### src/rtl/framebuffer_reader.sv
// Raster-order framebuffer fetch with credit-limited prefetch FIFO and frame sequencing.
// Optional macro UNDERFLOW_CNT_EN adds a saturating underflow_count output.
module framebuffer_reader #(
  parameter int IMG_W       = 800,
  parameter int IMG_H       = 600,
  parameter int ADDR_W      = 20,
  parameter int MEM_LATENCY = 2,
  parameter int FIFO_DEPTH  = 8
) (
  input  logic              clk,
  input  logic              rst,
  input  logic              enable,
  output logic              mem_ren,
  output logic [ADDR_W-1:0] mem_raddr,
  input  logic [23:0]       mem_rdata,
  output logic [23:0]       pixel_stream_dout,
  output logic              pixel_stream_dout_valid,
  input  logic              pixel_stream_dout_ready,
  output logic              frame_done,
  output logic              busy
`ifdef UNDERFLOW_CNT_EN
  ,
  output logic [15:0]       underflow_count
`endif
);

  localparam int TOTAL = IMG_W * IMG_H;
  localparam int PW    = $clog2(FIFO_DEPTH);
  localparam int CW    = PW + 1;
  localparam logic [ADDR_W-1:0] LAST_ADDR = ADDR_W'(TOTAL - 1);

  typedef enum logic [1:0] {IDLE, FETCH, DRAIN} state_t;

  state_t state, state_nxt;

  logic                   issue;
  logic                   frame_issued;
  logic [ADDR_W-1:0]      addr_cnt;
  logic [ADDR_W-1:0]      pix_cnt;
  logic [MEM_LATENCY-1:0] tag_pipe;
  logic                   push;
  logic                   pop;
  logic [23:0]            fifo_mem [FIFO_DEPTH];
  logic [PW-1:0]          wr_ptr;
  logic [PW-1:0]          rd_ptr;
  logic [CW-1:0]          fifo_count;
  logic [CW-1:0]          inflight;
  logic [CW:0]            credit_used;

  // NOTE: sequential state uses non-blocking assignments so every register samples pre-edge values.
  always_ff @(posedge clk) begin
    if (rst) state <= IDLE;
    else     state <= state_nxt;
  end

  // NOTE: defaulting state_nxt first keeps this block free of inferred latches.
  always_comb begin
    state_nxt = state;
    case (state)
      IDLE:    if (enable) state_nxt = FETCH;
      FETCH:   if (frame_issued && !enable) state_nxt = DRAIN;
      DRAIN:   if (inflight == '0 && fifo_count == '0) state_nxt = IDLE;
      default: state_nxt = IDLE;
    endcase
  end

  // Credits are registered: a pop this cycle only frees a slot for next cycle's issue.
  assign credit_used = {1'b0, fifo_count} + {1'b0, inflight};

  always_comb begin
    busy         = (state != IDLE);
    issue        = (state == FETCH) && (credit_used < (CW+1)'(FIFO_DEPTH));
    frame_issued = issue && (addr_cnt == LAST_ADDR);
  end

  // Read issue, address counter and the read-valid tag pipeline.
  always_ff @(posedge clk) begin
    if (rst) begin
      mem_ren   <= 1'b0;
      mem_raddr <= '0;
      addr_cnt  <= '0;
      tag_pipe  <= '0;
      inflight  <= '0;
    end else begin
      mem_ren  <= issue;
      tag_pipe <= MEM_LATENCY'({tag_pipe, mem_ren});
      inflight <= inflight + CW'(issue) - CW'(push);
      if (issue) begin
        mem_raddr <= addr_cnt;
        addr_cnt  <= frame_issued ? '0 : addr_cnt + ADDR_W'(1);
      end
    end
  end

  assign push = tag_pipe[MEM_LATENCY-1];
  assign pop  = pixel_stream_dout_valid && pixel_stream_dout_ready;

  // NOTE: the storage array is deliberately not reset; only pointers and count define its contents.
  always_ff @(posedge clk) begin
    if (push) fifo_mem[wr_ptr] <= mem_rdata;
  end

  always_ff @(posedge clk) begin
    if (rst) begin
      wr_ptr     <= '0;
      rd_ptr     <= '0;
      fifo_count <= '0;
    end else begin
      if (push) wr_ptr <= wr_ptr + PW'(1);
      if (pop)  rd_ptr <= rd_ptr + PW'(1);
      fifo_count <= fifo_count + CW'(push) - CW'(pop);
    end
  end

  assign pixel_stream_dout_valid = (fifo_count != '0);
  assign pixel_stream_dout       = pixel_stream_dout_valid ? fifo_mem[rd_ptr] : '0;

  // Output pixel counter runs independently of the read address so frame_done tracks delivery.
  always_ff @(posedge clk) begin
    if (rst) begin
      pix_cnt    <= '0;
      frame_done <= 1'b0;
    end else begin
      frame_done <= pop && (pix_cnt == LAST_ADDR);
      if (pop) pix_cnt <= (pix_cnt == LAST_ADDR) ? '0 : pix_cnt + ADDR_W'(1);
    end
  end

  fifo_no_overflow: assert property (@(posedge clk) disable iff (rst)
    !(push && !pop && fifo_count == CW'(FIFO_DEPTH)));

`ifdef UNDERFLOW_CNT_EN
  localparam int GW = $clog2(MEM_LATENCY + 2);
  localparam logic [GW-1:0] GUARD_MAX = GW'(MEM_LATENCY + 1);

  logic [GW-1:0] guard_cnt;

  // The first MEM_LATENCY+1 busy cycles are pipeline fill, not starvation.
  always_ff @(posedge clk) begin
    if (rst) begin
      guard_cnt       <= '0;
      underflow_count <= '0;
    end else begin
      if (state == IDLE)            guard_cnt <= '0;
      else if (guard_cnt != GUARD_MAX) guard_cnt <= guard_cnt + GW'(1);
      if (busy && pixel_stream_dout_ready && !pixel_stream_dout_valid &&
          guard_cnt == GUARD_MAX && underflow_count != 16'hFFFF)
        underflow_count <= underflow_count + 16'd1;
    end
  end
`endif

endmodule

### config.mk
export PLATFORM = sky130hd
export DESIGN_NAME = framebuffer_reader
export DESIGN_NICKNAME = d
export VERILOG_FILES = /design/src/rtl/framebuffer_reader.sv
export SDC_FILE = /design/constraint.sdc
export NUM_CORES = 1
export LEC_CHECK = 0
export ABC_CLOCK_PERIOD_IN_PS = 7630
export CAP_MARGIN = 10
export CORE_MARGIN = 2
export CORE_UTILIZATION = 63
export DETAILED_ROUTE_END_ITERATION = 10
export PLACE_DENSITY = 0.85
export RECOVER_POWER = 100
export SETUP_SLACK_MARGIN = 0.4
export SYNTH_ARGS = -nofsm -noshare
export SYNTH_HDL_FRONTEND = slang
export SYNTH_SLANG_ARGS = --single-unit
### constraint.sdc
create_clock -name clk -period 7.63 [get_ports clk]
set_input_delay 1.9075 -clock clk [delete_from_list [all_inputs] [get_ports clk]]
set_output_delay 1.9075 -clock clk [all_outputs]
set_load 0.01 [all_outputs]
After elaboration in Yosys (flattened, before gate mapping):

Memory sizes are Yosys's and may differ from the RTL's. A register that Yosys moved wholly into a read port is not among the register bits.
Index checks and enable logic that the tools add are counted.

* flip-flop bits (word level): 80
* bits in writable memories: 192
* input port bits: 28
* output and inout port bits: 48
* logic and storage cells: 53
* memories: 1

Memory list
* fifo_mem: words 8, bits a word 24, read ports 1, clocked after Yosys merged registers in 1, wr ports 1, line 43 `logic [23:0] fifo_mem [FIFO_DEPTH];`

* $add $sub $neg: 9
* order comparisons: 1
* eq/ne operators: 7
* mux-type cells: 11
* reduce and logical (&&, ||, !) cells: 13

Operator list (count)
* $add 20x1->20 const B: 2
* $eq 20x19->1 const B: 2
* $mux 20: 2
* $mux 24: 1
* $add 4x1->4: 2
* $logic_not 4->1: 2
* $sub 4x1->4: 2
* $add 3x1->3 const B: 2
* $logic_and 1x1->1: 6
* $mux 2: 3
* $mux 3: 2
* $ne 2x2->1 const B: 3
* $pmux 2 s3: 1
* $add 4x4->5: 1
* $lt 5x4->1 const B: 1
* $reduce_bool 4->1: 1
* $reduce_and 3->1: 1
* $eq 2x1->1 const B: 1
* $eq 2x2->1 const B: 1
* $logic_not 2->1: 1
* $mux 1: 2
* $reduce_bool 2->1: 1
* $logic_not 1->1: 1

Logic depth before layout (Yosys ltp):

Gate-level depths: netlist of the first run.

* depth after elaboration: 7
* gate-level depth with buffers: 13
* gate-level depth less buffers: 12

Worst setup path after synthesis of the first run:

OpenSTA, ideal clock, no wires.

* path kind: reg2out
* start: register (tool-made name)
* end: output pixel_stream_dout[10]
* arrival: 1.638 ns
* data required time: 5.722 ns
* path slack: 4.084 ns
* cell stages (with the launch flop): 6
* path buffers: 2
* cells stage by stage: dfxtp_1 -> buf_2 -> buf_2 -> mux4_2 -> mux2i_1 -> nor2_1

RTL lines
* to (decl): line 16 `output logic [23:0] pixel_stream_dout,`

==> results.sh, run 1 <==
export IMPL_wl_met1_mm=8.89
export IMPL_slew_viol_final=186
export IMPL_power_leakage_nw=4.23
export IMPL_vias=6367
export IMPL_dp_cells=1009
export IMPL_h_tree_depth=1
export IMPL_p_per_area_nw_per_um2=302
export IMPL_p_sw_share_pct=26.7
export IMPL_routed_wl_mm=21.5
export IMPL_nNetsFinal=860
export IMPL_stdcell_count=1060
export IMPL_layout_commonest_cell="edfxtp_1"
export IMPL_synth_flop_cell="edfxtp_1"
export IMPL_hpwl_mm=12.4
export IMPL_setup_slack_ps=2160
export IMPL_design_area_um2=12800
export IMPL_syn_inst=731
export IMPL_irDropWorstVdd_mv=0.204
export IMPL_avgRoutedWirePerCell_um=20.3
export IMPL_hold_path_class="reg2reg"
export IMPL_route_met2_wl_mm=10.9
export IMPL_r2r_cells=12
export IMPL_period_minus_slack_ps=5470
export IMPL_die_h_um=136
export IMPL_worst_pin_slew_ps=2500
export IMPL_yosysTopAreaCellShare_pct=52.6
export IMPL_grt_pass1_wl_mm=34.2
export IMPL_syn2layout_area_growth_pct=16.5
export IMPL_final_cell_mix="edfxtp_1, dfxtp_1, nor2_1, dlygate4sd3_1, nand2_1"
export IMPL_cts_resized=0
export IMPL_holdBufCountCts=0
export IMPL_ios=76
export IMPL_syn_area_um2=11000
export IMPL_die_x_um=136
export IMPL_postCtsSetupRepairBufs=0
export IMPL_drv_max_cap_violation_count=6
export IMPL_grtUsageTotal_pct=24.0
export IMPL_cts_tree="built"
export IMPL_cts_root_buffer="clkbuf_16"
export IMPL_routed_top_layer="met4"
export IMPL_avgSynthCellArea_um2=15.0
export IMPL_pwr_share_comb_pct=21.3
export IMPL_drtIter0Drc=477
export IMPL_grt_ovfl_total=0
export IMPL_total_power_mw=3.85
export IMPL_cts_sinks=275
export IMPL_ys_seq_area_share_pct=67.7
export IMPL_cts_buffers=27
export IMPL_clkPwrFrac_pct=33.8
export IMPL_period_share_pct=71.8
export IMPL_relSlewSlack_pct=-66.7
export IMPL_status="complete, but fails checks"
export IMPL_postSynth_asyncResetShare_pct=0
export IMPL_grt_start_max_net_pins=59
export IMPL_clk_latency_ps=530
export IMPL_max_freq_mhz=183
export IMPL_first_pass_iters=5
export IMPL_place_area_um2=12000
export IMPL_rsz0062_at_grt="no"
export IMPL_synth_area_leaders="edfxtp_1, dfxtp_1, mux4_2, nor2_1, mux2i_1"
export IMPL_antenna_found_initial=1
export IMPL_violations="max-capacitance violations, max-slew violations"
export IMPL_gp_congestion=0.797
export IMPL_path_class="reg2out"
export IMPL_io_buffers=75
export IMPL_grt_pass1_vias=6437
export IMPL_place_ws_ps=3330
export IMPL_p_seq_share_pct=44.9
export IMPL_hold_violations=0
export IMPL_cp_required_ps=5720
export IMPL_postLayoutCoreUtil_pct=74.4
export IMPL_endpoint="pixel_stream_dout[2]"
export IMPL_reg2reg_to="fifo_count[2]$_SDFF_PP0_"
export IMPL_ff2ff_setup_slack_ps=4570
export IMPL_ys_warnings_count=0
export IMPL_finalSetupViolCount=0
export IMPL_synth_largest_area_cell="edfxtp_1"
export IMPL_tns_ps=0
export IMPL_die_area_um2=18500
export IMPL_core_region_area_um2=17200
export IMPL_viasPerCell=6.01
export IMPL_final_antenna_net_count=0
export IMPL_arrival_ps=3570
export IMPL_synth_seq_cells=275
export IMPL_route_detailed_drc=0
export IMPL_synth_edf_count=192
export IMPL_p_switching_mw=1.03
export IMPL_path_clk_slew_ps=60
export IMPL_hold_ws_ps=451
export IMPL_wl_met3_mm=1.29
export IMPL_startpoint_type="flip-flop"
export IMPL_syn_nets=778
export IMPL_drive_above_1_share_pct=12.1
export IMPL_synth_cell_type_count=49
export IMPL_clockBufferDepth=3
export IMPL_clock_skew_ps=9.10
export IMPL_p_int_mw=2.82
export IMPL_crit_path_max_fanout=48
export IMPL_fp_row_count=48
export IMPL_initial_core_util_pct=63.9
export IMPL_r2r_start="fifo_count[2]$_SDFF_PP0_"
export IMPL_worst_setup_path_end_kind="output port"
==> how the worst min path moves through the flow <==
stage	from	end	depth (start not counted)
CTS	tag_pipe[0]$_SDFF_PP0_	tag_pipe[1]$_SDFF_PP0_	1
global placement	tag_pipe[0]$_SDFF_PP0_	tag_pipe[1]$_SDFF_PP0_	1
finish	tag_pipe[0]$_SDFF_PP0_	tag_pipe[1]$_SDFF_PP0_	1
floorplan	tag_pipe[0]$_SDFF_PP0_	tag_pipe[1]$_SDFF_PP0_	1
detailed placement	tag_pipe[0]$_SDFF_PP0_	tag_pipe[1]$_SDFF_PP0_	1
global route	mem_raddr[19]$_SDFFE_PP0N_	mem_raddr[19]$_SDFFE_PP0N_	2
==> power by group through the flow <==
stage               Sequential (mW)  Clock [mW]  Combinational (mW)
floorplan                      1.69           0               0.605
global placement               1.77           0               0.821
detailed placement             1.77           0               0.850
CTS                            1.74        1.32               0.867
global route                   1.75        1.38               0.890
finish                         1.73        1.30               0.821
==> cell families after synthesis <==
kind of cell             count (synthesis)  share of synthesized area, %
AND/OR/NAND/NOR                        223                          10.3
adder cells (fa/ha/maj)                 19                          2.30
AO/OA/AOI/OAI                           56                          2.90
buffers and inverters                   50                          1.89
multiplexers                            75                          12.3
flip-flops                             275                          67.7
XOR/XNOR                                33                          2.63
==> state kept, by name, summed over array words and instances, names as in the netlist, named ones only <==
signal and count:
addr_cnt 20, fifo_count 4, fifo_mem 192, frame_done 1, inflight 4, mem_raddr 20, mem_ren 1, pix_cnt 20
rd_ptr 3, state 2, tag_pipe 2, wr_ptr 3
==> cells in the mapped netlist (9+ instances only) <==
library cell	instances
dfxtp_1	83
clkbuf_1	18
nand2_1	60
nand3_1	20
edfxtp_1	192
buf_2	9
xor2_1	21
a21oi_1	36
mux4_2	48
ha_1	17
nand4_1	13
xnor2_1	12
nor2_1	75
mux2i_1	27
inv_1	16
==> layout make-up <==
cell class	instances	area (µm²)
Tap cell	225	282
Timing Repair Buffer	86	797
Inverter	17	68.8
Clock buffer	28	689
Sequential cell	275	7430
Antenna cell	2	5.00
Fill cell	1039	4400
Multi-Input combinational cell	406	3320
Clock inverter	21	190
==> routing by layer <==
metal,up-vias,global-route usage [%]
met2,231,40.3
met3,45,3.73
met1,3178,33.3
met5,-,0
met4,0,6.48
li1,2913,-
==> worst max-delay path, stage by stage (launching register included) <==
cell and delay (ps):
dfxtp_2 1470, mux4_2 650, mux2i_1 190, nor2_1 70, dlygate4sd3_1 610
Note: power is estimated with default switching activity, not from simulation.
==> run 2: changes to the inputs <==
ABC_CLOCK_PERIOD_IN_PS = 4500   (was 7630)
CORE_UTILIZATION = 53   (was 63)
PLACE_DENSITY = 0.76   (was 0.85)
clock period = 4.5 ns   (was 7.63 ns; I/O delays follow)
==> results.sh, run 2 (same netlist as run 1, synthesis figures left out) <==
export IMPL_status="complete, but fails checks"
export IMPL_violations="max-capacitance violations, max-slew violations"
export IMPL_io_buffers=75
export IMPL_core_region_area_um2=20300
export IMPL_cts_buffers=27
export IMPL_worst_pin_slew_ps=1900
export IMPL_viasPerCell=5.63
export IMPL_cts_sinks=275
export IMPL_route_detailed_drc=0
export IMPL_period_share_pct=89.6
export IMPL_postLayoutCoreUtil_pct=63.6
export IMPL_clock_skew_ps=17.2
export IMPL_drive_above_1_share_pct=12.7
export IMPL_regMostFlops="fifo_mem"
export IMPL_max_freq_mhz=248
export IMPL_place_ws_ps=1050
export IMPL_cts_tree="built"
export IMPL_grt_pass1_wl_mm=33.3
export IMPL_gp_congestion=0.809
export IMPL_initial_core_util_pct=54.0
export IMPL_hold_violations=0
export IMPL_die_area_um2=21900
export IMPL_postCtsSetupRepairBufs=0
export IMPL_setup_slack_ps=470
export IMPL_cts_resized=0
export IMPL_dp_cells=1055
export IMPL_arrival_ps=2910
export IMPL_syn2layout_area_growth_pct=17.7
export IMPL_clk_latency_ps=540
export IMPL_ios=76
export IMPL_final_cell_mix="edfxtp_1, dfxtp_1, nor2_1, dlygate4sd3_1, nand2_1"
export IMPL_tns_ps=0
export IMPL_drv_max_cap_violation_count=7
export IMPL_drtIter0Drc=388
export IMPL_routed_wl_mm=20.9
export IMPL_p_int_mw=4.96
export IMPL_largest_register_ffs=192
export IMPL_nNetsFinal=862
export IMPL_rsz0062_at_grt="no"
export IMPL_avgRoutedWirePerCell_um=18.9
export IMPL_path_class="reg2out"
export IMPL_h_tree_depth=1
export IMPL_p_switching_mw=1.73
export IMPL_slew_viol_final=184
export IMPL_r2r_cells=7
export IMPL_grt_start_max_net_pins=49
export IMPL_stdcell_count=1107
export IMPL_clockBufferDepth=3
export IMPL_p_per_area_nw_per_um2=518
export IMPL_path_clk_slew_ps=60
export IMPL_first_pass_iters=5
export IMPL_layout_commonest_cell="edfxtp_1"
export IMPL_reg2reg_to="addr_cnt[19]$_SDFFE_PP0N_"
export IMPL_power_leakage_nw=4.26
export IMPL_period_minus_slack_ps=4030
export IMPL_pwr_share_comb_pct=22.4
export IMPL_grt_pass1_vias=6382
export IMPL_antenna_found_initial=1
export IMPL_grt_ovfl_total=0
export IMPL_irDropWorstVdd_mv=0.480
export IMPL_endpoint="pixel_stream_dout[22]"
export IMPL_p_seq_share_pct=42.9
export IMPL_final_antenna_net_count=0
export IMPL_clkPwrFrac_pct=34.7
export IMPL_cp_required_ps=3380
export IMPL_holdBufCountCts=0
export IMPL_cts_root_buffer="clkbuf_16"
export IMPL_crit_path_max_fanout=22
export IMPL_p_sw_share_pct=25.9
export IMPL_fp_row_count=52
export IMPL_die_x_um=148
export IMPL_startpoint_type="flip-flop"
export IMPL_grtUsageTotal_pct=19.2
export IMPL_hpwl_mm=12.1
export IMPL_ff2ff_setup_slack_ps=1000
export IMPL_worst_setup_path_end_kind="output port"
export IMPL_finalSetupViolCount=0
export IMPL_die_h_um=148
export IMPL_relSlewSlack_pct=-26.5
export IMPL_hold_path_class="reg2reg"
export IMPL_vias=6237
export IMPL_r2r_start="fifo_count[3]$_SDFF_PP0_"
## run 2: cell types whose count changed in the layout (fill, tap and decap cells not counted), sizes merged
cell,delta
clkbuf,+10
clkinv,-8
clkdlybuf4s50,+4
dlygate4sd3,-4
buf,+1
bufinv,+1
clkinvlp,-1
diode,-1
## run 2: stage by stage
stage          hold slack (ps)  power (mW)  instance area, µm²
6_report                   433        6.69               12900
5_1_grt                    457        6.98               12900
4_1_cts                    441        6.80               13000
3_5_place_dp               428        4.47               12000
3_3_place_gp               427        4.43               12000
2_1_floorplan              414        3.89               11000
## run 2: worst min-delay path by stage
stage,startpoint,endpoint,cells after the start
floorplan,tag_pipe[0]$_SDFF_PP0_,tag_pipe[1]$_SDFF_PP0_,1
global placement,tag_pipe[0]$_SDFF_PP0_,tag_pipe[1]$_SDFF_PP0_,1
detailed placement,tag_pipe[0]$_SDFF_PP0_,tag_pipe[1]$_SDFF_PP0_,1
CTS,tag_pipe[0]$_SDFF_PP0_,tag_pipe[1]$_SDFF_PP0_,1
global route,tag_pipe[0]$_SDFF_PP0_,tag_pipe[1]$_SDFF_PP0_,1
finish,tag_pipe[0]$_SDFF_PP0_,tag_pipe[1]$_SDFF_PP0_,1
## run 2: power by group through the flow
stage	registers, mW	logic, mW	clock network (mW)
after floorplan	2.87	1.03	0
after global routing	2.88	1.63	2.47
after detailed placement	2.95	1.52	0
after global placement	2.95	1.48	0
after CTS	2.90	1.53	2.37
final	2.87	1.50	2.32
## run 2: final cells by class
class                      instances  area [µm²]
antenna                            1        2.50
clock inverter                    13         163
multi-input combinational        406        3310
tap                              270         338
inverter                          17        68.8
fill                            1463        7380
clock buffer                      37         766
sequential                       275        7430
timing repair buffer              88         833
## run 2: layer usage
layer	global-route usage [%]	part of all wire [%]
met5	0	0
met4	5.24	1.6
met3	3.18	5.7
met2	31.8	48
met1	26.8	44
## run 2: critical path, stage by stage, from the launching register on
cell and delay [ps]:
dfxtp_2 700, buf_12 290, mux4_2 520, mux2i_1 170
nor2_1 60, dlygate4sd3_1 630
